`src/rtl/shift_add_multiplier.sv`:
```
// Sequential 4x4 unsigned shift-and-add multiplier with a start/ready/done handshake.
// The per-iteration add runs on a gate-level ripple-carry four_bit_full_adder.

module four_bit_full_adder (
    input  logic [3:0] a,
    input  logic [3:0] b,
    input  logic       cin,
    output logic [3:0] sum,
    output logic       cout
);
    logic [4:0] carry_s;

    assign carry_s[0] = cin;

    for (genvar i = 0; i < 4; i++) begin : g_fa
        assign sum[i]       = a[i] ^ b[i] ^ carry_s[i];
        assign carry_s[i+1] = (a[i] & b[i]) | (carry_s[i] & (a[i] ^ b[i]));
    end

    assign cout = carry_s[4];
endmodule

module shift_add_multiplier #(
    parameter int WIDTH = 4
) (
    input  logic                 clk,
    input  logic                 rst_n,
    input  logic                 start,
    input  logic [WIDTH-1:0]     a,
    input  logic [WIDTH-1:0]     b,
    output logic                 ready,
    output logic                 busy,
    output logic                 done,
    output logic [2*WIDTH-1:0]   product
);
    typedef enum logic [1:0] {
        ST_IDLE = 2'd0,
        ST_RUN  = 2'd1,
        ST_DONE = 2'd2
    } state_t;

    state_t             state_q, state_d;
    logic [WIDTH-1:0]   mcand_q, mcand_d;
    logic [WIDTH-1:0]   acc_hi_q, acc_hi_d;
    logic [WIDTH-1:0]   acc_lo_q, acc_lo_d;
    logic [1:0]         cnt_q, cnt_d;
    logic [2*WIDTH-1:0] product_q, product_d;

    logic [WIDTH-1:0]   addend_s;
    logic [WIDTH-1:0]   sum_s;
    logic               cout_s;

    assign addend_s = acc_lo_q[0] ? mcand_q : 4'h0;

    four_bit_full_adder u_adder (
        .a    (acc_hi_q),
        .b    (addend_s),
        .cin  (1'b0),
        .sum  (sum_s),
        .cout (cout_s)
    );

    // State and datapath registers
    always_ff @(posedge clk or negedge rst_n) begin
        if (!rst_n) begin
            state_q   <= ST_IDLE;
            mcand_q   <= 4'h0;
            acc_hi_q  <= 4'h0;
            acc_lo_q  <= 4'h0;
            cnt_q     <= 2'd0;
            product_q <= 8'h00;
        end else begin
            state_q   <= state_d;
            mcand_q   <= mcand_d;
            acc_hi_q  <= acc_hi_d;
            acc_lo_q  <= acc_lo_d;
            cnt_q     <= cnt_d;
            product_q <= product_d;
        end
    end

    // Next-state logic; an unused encoding falls back to idle
    always_comb begin
        state_d = ST_IDLE;
        case (state_q)
            ST_IDLE: begin
                if (start) state_d = ST_RUN;
                else       state_d = ST_IDLE;
            end
            ST_RUN: begin
                if (cnt_q == 2'd3) state_d = ST_DONE;
                else               state_d = ST_RUN;
            end
            ST_DONE: begin
                if (start) state_d = ST_RUN;
                else       state_d = ST_IDLE;
            end
            default: state_d = ST_IDLE;
        endcase
    end

    // Datapath next values: operand load on accept, one shift-add per RUN cycle
    always_comb begin
        mcand_d   = mcand_q;
        acc_hi_d  = acc_hi_q;
        acc_lo_d  = acc_lo_q;
        cnt_d     = cnt_q;
        product_d = product_q;
        case (state_q)
            ST_IDLE, ST_DONE: begin
                if (start) begin
                    mcand_d  = a;
                    acc_lo_d = b;
                    acc_hi_d = 4'h0;
                    cnt_d    = 2'd0;
                end else begin
                    cnt_d = cnt_q;
                end
            end
            ST_RUN: begin
                // 9-bit {cout,sum,acc_lo} shifted right by one keeps the adder carry
                acc_hi_d = {cout_s, sum_s[WIDTH-1:1]};
                acc_lo_d = {sum_s[0], acc_lo_q[WIDTH-1:1]};
                cnt_d    = cnt_q + 2'd1;
                if (cnt_q == 2'd3) begin
                    product_d = {cout_s, sum_s, acc_lo_q[WIDTH-1:1]};
                end else begin
                    product_d = product_q;
                end
            end
            default: begin
                cnt_d = 2'd0;
            end
        endcase
    end

    // Handshake outputs decoded from the registered state only
    always_comb begin
        ready = 1'b0;
        busy  = 1'b0;
        done  = 1'b0;
        case (state_q)
            ST_IDLE: ready = 1'b1;
            ST_RUN:  busy  = 1'b1;
            ST_DONE: begin
                ready = 1'b1;
                done  = 1'b1;
            end
            default: begin
                ready = 1'b0;
                busy  = 1'b0;
                done  = 1'b0;
            end
        endcase
    end

    assign product = product_q;
endmodule

```
`config.mk`:
```
export PLATFORM = sky130hd
export DESIGN_NAME = shift_add_multiplier
export DESIGN_NICKNAME = d
export VERILOG_FILES = /design/src/rtl/shift_add_multiplier.sv
export SDC_FILE = /design/constraint.sdc
export NUM_CORES = 1
export LEC_CHECK = 0
export BUFFER_PORTS_ARGS = -buffer_cell sky130_fd_sc_hd__buf_2
export CORE_ASPECT_RATIO = 1.25
export CORE_MARGIN = 3
export CORE_UTILIZATION = 38
export CTS_BUF_LIST = sky130_fd_sc_hd__clkbuf_8
export DETAILED_ROUTE_END_ITERATION = 12
export MAX_ROUTING_LAYER = met4
export PLACE_DENSITY = 0.62
export SLEW_MARGIN = 20
export SYNTH_ARGS = -nofsm -noshare
export SYNTH_HDL_FRONTEND = slang
export SYNTH_SLANG_ARGS = --single-unit
```
`constraint.sdc`:
```
create_clock -name clk -period 2.55 [get_ports clk]
set_input_delay 0.3825 -clock clk [delete_from_list [all_inputs] [get_ports clk]]
set_output_delay 0.3825 -clock clk [all_outputs]
set_load 0.02 [all_outputs]
```
==> impl_metrics.py <==
metrics = {
    "job": {
        "drv_cap": 0,
    },
    "worst_setup_path": {
        "crit_fanout": 5,
        "crit_buf_inv": 1,
        "critPathRequiredTime_ns": 2.75,
        "path_class": "flop to flop",
        "worst_path_dominant_cell_family": "adder cells",
        "crit_start": "acc_lo_q[0]",
        "slowest_delay_ns": 0.41,
        "crit_path_frequent_cell": "fa_1",
        "ff2ff_path_depth": 9,
        "slowest_stage": "dfrtp_1",
        "r2r_start": "acc_lo_q[0]",
        "start_kind": "flop",
        "crit_arrival_ns": 2.45,
        "critPathCaptureType": "flop",
        "crit_cells": 9,
        "path_cells": "and2_1, ha_1, inv_1, fa_1, fa_1, fa_1, nor2_1, a21oi_1, o21ai_0",
    },
    "sta": {
        "rsz0062_at_grt": "no",
        "final_hold_viol_count": 0,
        "worstMarginPinSlew_ns": 0.6563,
        "final-setup-viol-count": 0,
        "period_needed_ns": 2.254,
        "setup_tns_ns": 0,
        "clock.fmax_mhz": 443.7,
        "timing.final.crit_share_pct": 88.38,
        "finalClockSkew_ns": 0.005017,
        "worst_slack_ns": 0.2964,
        "relSlewSlack_pct": 56.15,
        "slew_viol_final": 0,
    },
    "global_routing": {
        "grt_pass1_vias": 753,
        "grt_max_degree": 25,
        "grt-ovfl-total": 0,
        "grt_pass1_wl_um": 3422,
        "antenna_found_initial": 0,
        "grt_usage_pct": 13.62,
    },
    "die": {
        "die_height_um": 67.27,
        "io_pins": 22,
        "initial_utilization_pct": 40.97,
        "num_rows": 21,
        "core-area_mm2": 0.002785,
        "die_area_mm2": 0.003701,
        "die_width_um": 55.02,
    },
    "place": {
        "post-place-ws_ns": 0.3114,
        "dp.cells": 148,
        "port_buffers": 21,
        "placed_cell_area_mm2": 0.001259,
        "place_congestion": 0.7942,
        "dp_hpwl_um": 1523,
    },
    "detailed_routing": {
        "drc_errors": 0,
        "dr.first_iter.drc_count": 14,
        "ant_nets": 0,
        "dr.pass1.iters": 4,
        "drt-total-wl_um": 2081,
        "viasPerCell": 5.132,
        "vias": 780,
        "wire_per_inst_um": 13.69,
    },
    "layout": {
        "nets": 135,
        "final_cell_mix": "dfrtp_1 (24), buf_2 (21), nand2_1 (11)",
        "final_cells": 152,
        "fill_cells": 282,
        "fin_area_mm2": 0.001330,
        "drive_gt1_share_pct": 28.81,
        "final_common_cell": "dfrtp_1",
        "fin_util_pct": 47.75,
        "diodes": 0,
        "area_growth_syn_to_layout_pct": 16.56,
    },
    "power_and_ir_drop": {
        "clkPwrFrac_pct": 18.7,
        "pwr_density_cell_mw_per_mm2": 1330,
        "switchingPower_uw": 662.3,
        "peakVddDrop_mv": 0.6104,
        "internal-power_uw": 1107,
        "p_leak_uw": 0.0006229,
        "p_comb_share_pct": 41.2,
        "p_seq_share_pct": 40.1,
        "switching_share_pct": 37.43,
    },
    "clocking": {
        "clockRootBuffer": "clkbuf_8",
        "clockBufferDepth": 2,
        "clkTransAtPathRegs_ns": 0.08,
        "clk_latency_ns": 0.27,
        "cts_hold_buf": 0,
        "cts_resized": 0,
        "cts_setup_buffers": 0,
        "h-tree-depth": 1,
        "cts_tree": "done",
        "cts-buffers-inserted": 3,
        "cts.sinks": 24,
    },
    "synthesis": {
        "syn_nets": 114,
        "synthCells": 98,
        "synth_seq_cells": 24,
        "syn_area_mm2": 0.001141,
        "postSynthAreaPerCell_um2": 11.64,
        "ys_warn_count": 0,
        "yosysUniqueCellTypes": 28,
        "seq_area_frac_synth_pct": 52.63,
    },
    "status": {
        "status": "finished, final reports clean",
    },
    "min_path": {
        "hold_path_class": "primary input to async pin",
    },
}
==> cells by family after synthesis <==
family	after synthesis	share of synthesized area, %
flops	24	52.63
buf+inv	12	4.933
mux	12	13.05
fa+ha+maj	5	7.456
compound gates	20	10.86
simple gates	25	11.08
==> sequential cells by signal, summed over array words and instances, names as in the netlist <==
register / cells
product: 8
cnt_q: 2
acc_lo_q: 4
state_q: 2
mcand_q: 4
acc_hi_q: 4
==> synth_stat cells <==
master | n | area share, %
mux2_1 | 2 | 2.0
nor2b_1 | 5 | 2.7
nor2_1 | 3 | 0.99
inv_2 | 1 | 0.33
o22ai_1 | 1 | 0.55
buf_2 | 3 | 1.3
nand2_1 | 11 | 3.6
mux2i_1 | 4 | 3.5
a211oi_1 | 3 | 2.0
and3_1 | 1 | 0.55
ha_1 | 2 | 2.2
mux2_4 | 5 | 6.6
buf_4 | 2 | 1.3
dfrtp_1 | 24 | 53
a22o_1 | 1 | 0.77
o21ai_1 | 4 | 1.8
fa_1 | 3 | 5.3
a221o_1 | 1 | 0.88
nand2b_1 | 2 | 1.1
nand3b_2 | 1 | 0.99
inv_1 | 6 | 2.0
o21ai_0 | 3 | 1.3
mux2_2 | 1 | 0.99
and2_1 | 1 | 0.55
o2bb2ai_1 | 1 | 0.77
nor2_2 | 1 | 0.55
o21bai_1 | 1 | 0.66
a21oi_1 | 5 | 2.2
==> power by group through the flow <==
stage	Sequential [uW]	Combinational (uW)	Clock, uW
5_1_grt	739	823	360
4_1_cts	714	747	343
6_report	710	728	331
3_5_place_dp	720	742	0
2_1_floorplan	727	523	0
3_3_place_gp	715	724	0
==> worst reg2reg max path, cell delays in order (launching register included) <==
cell and delay [ns]:
dfrtp_1 0.41, and2_1 0.14, ha_1 0.13, inv_1 0.04
fa_1 0.37, fa_1 0.39, fa_1 0.39, nor2_1 0.12
a21oi_1 0.05, o21ai_0 0.15
==> worst paths after layout <==
kind	endpoint	slack [ns]
max	acc_hi_q[3]	0.30
min	product[5]	0.08
max reg2reg	acc_hi_q[3]	0.30
min reg2reg	product[6]	0.48
max in group asynchronous	acc_lo_q[2]	2.11
min in group clk	mcand_q[0]	0.34
==> per-stage QoR <==
stage | total power [uW] | hold WS, ns
after floorplan | 1250 | 0.08691
after global placement | 1439 | 0.3973
after detailed placement | 1462 | 0.3952
after CTS | 1804 | 0.09302
after global routing | 1922 | 0.1084
final | 1769 | 0.08432
==> layout make-up <==
class | instances | area, um2 | area share (%)
inverters | 7 | 26.28 | 1.976
well taps | 34 | 42.54 | 3.198
clock buffers | 3 | 41.29 | 3.104
flip-flops and latches | 24 | 600.6 | 45.16
clock inverters | 1 | 30.03 | 2.258
multi-input cells | 62 | 484.2 | 36.41
repair buffers | 21 | 105.1 | 7.902
==> metal layers <==
metal / track usage [%] / part of all wire (%)
met5: - / 0
met4: 9.119 / 2.9
met3: 2.649 / 3.9
met1: 15.96 / 43
met2: 20.71 / 50
(Power assumes the default switching activity.)
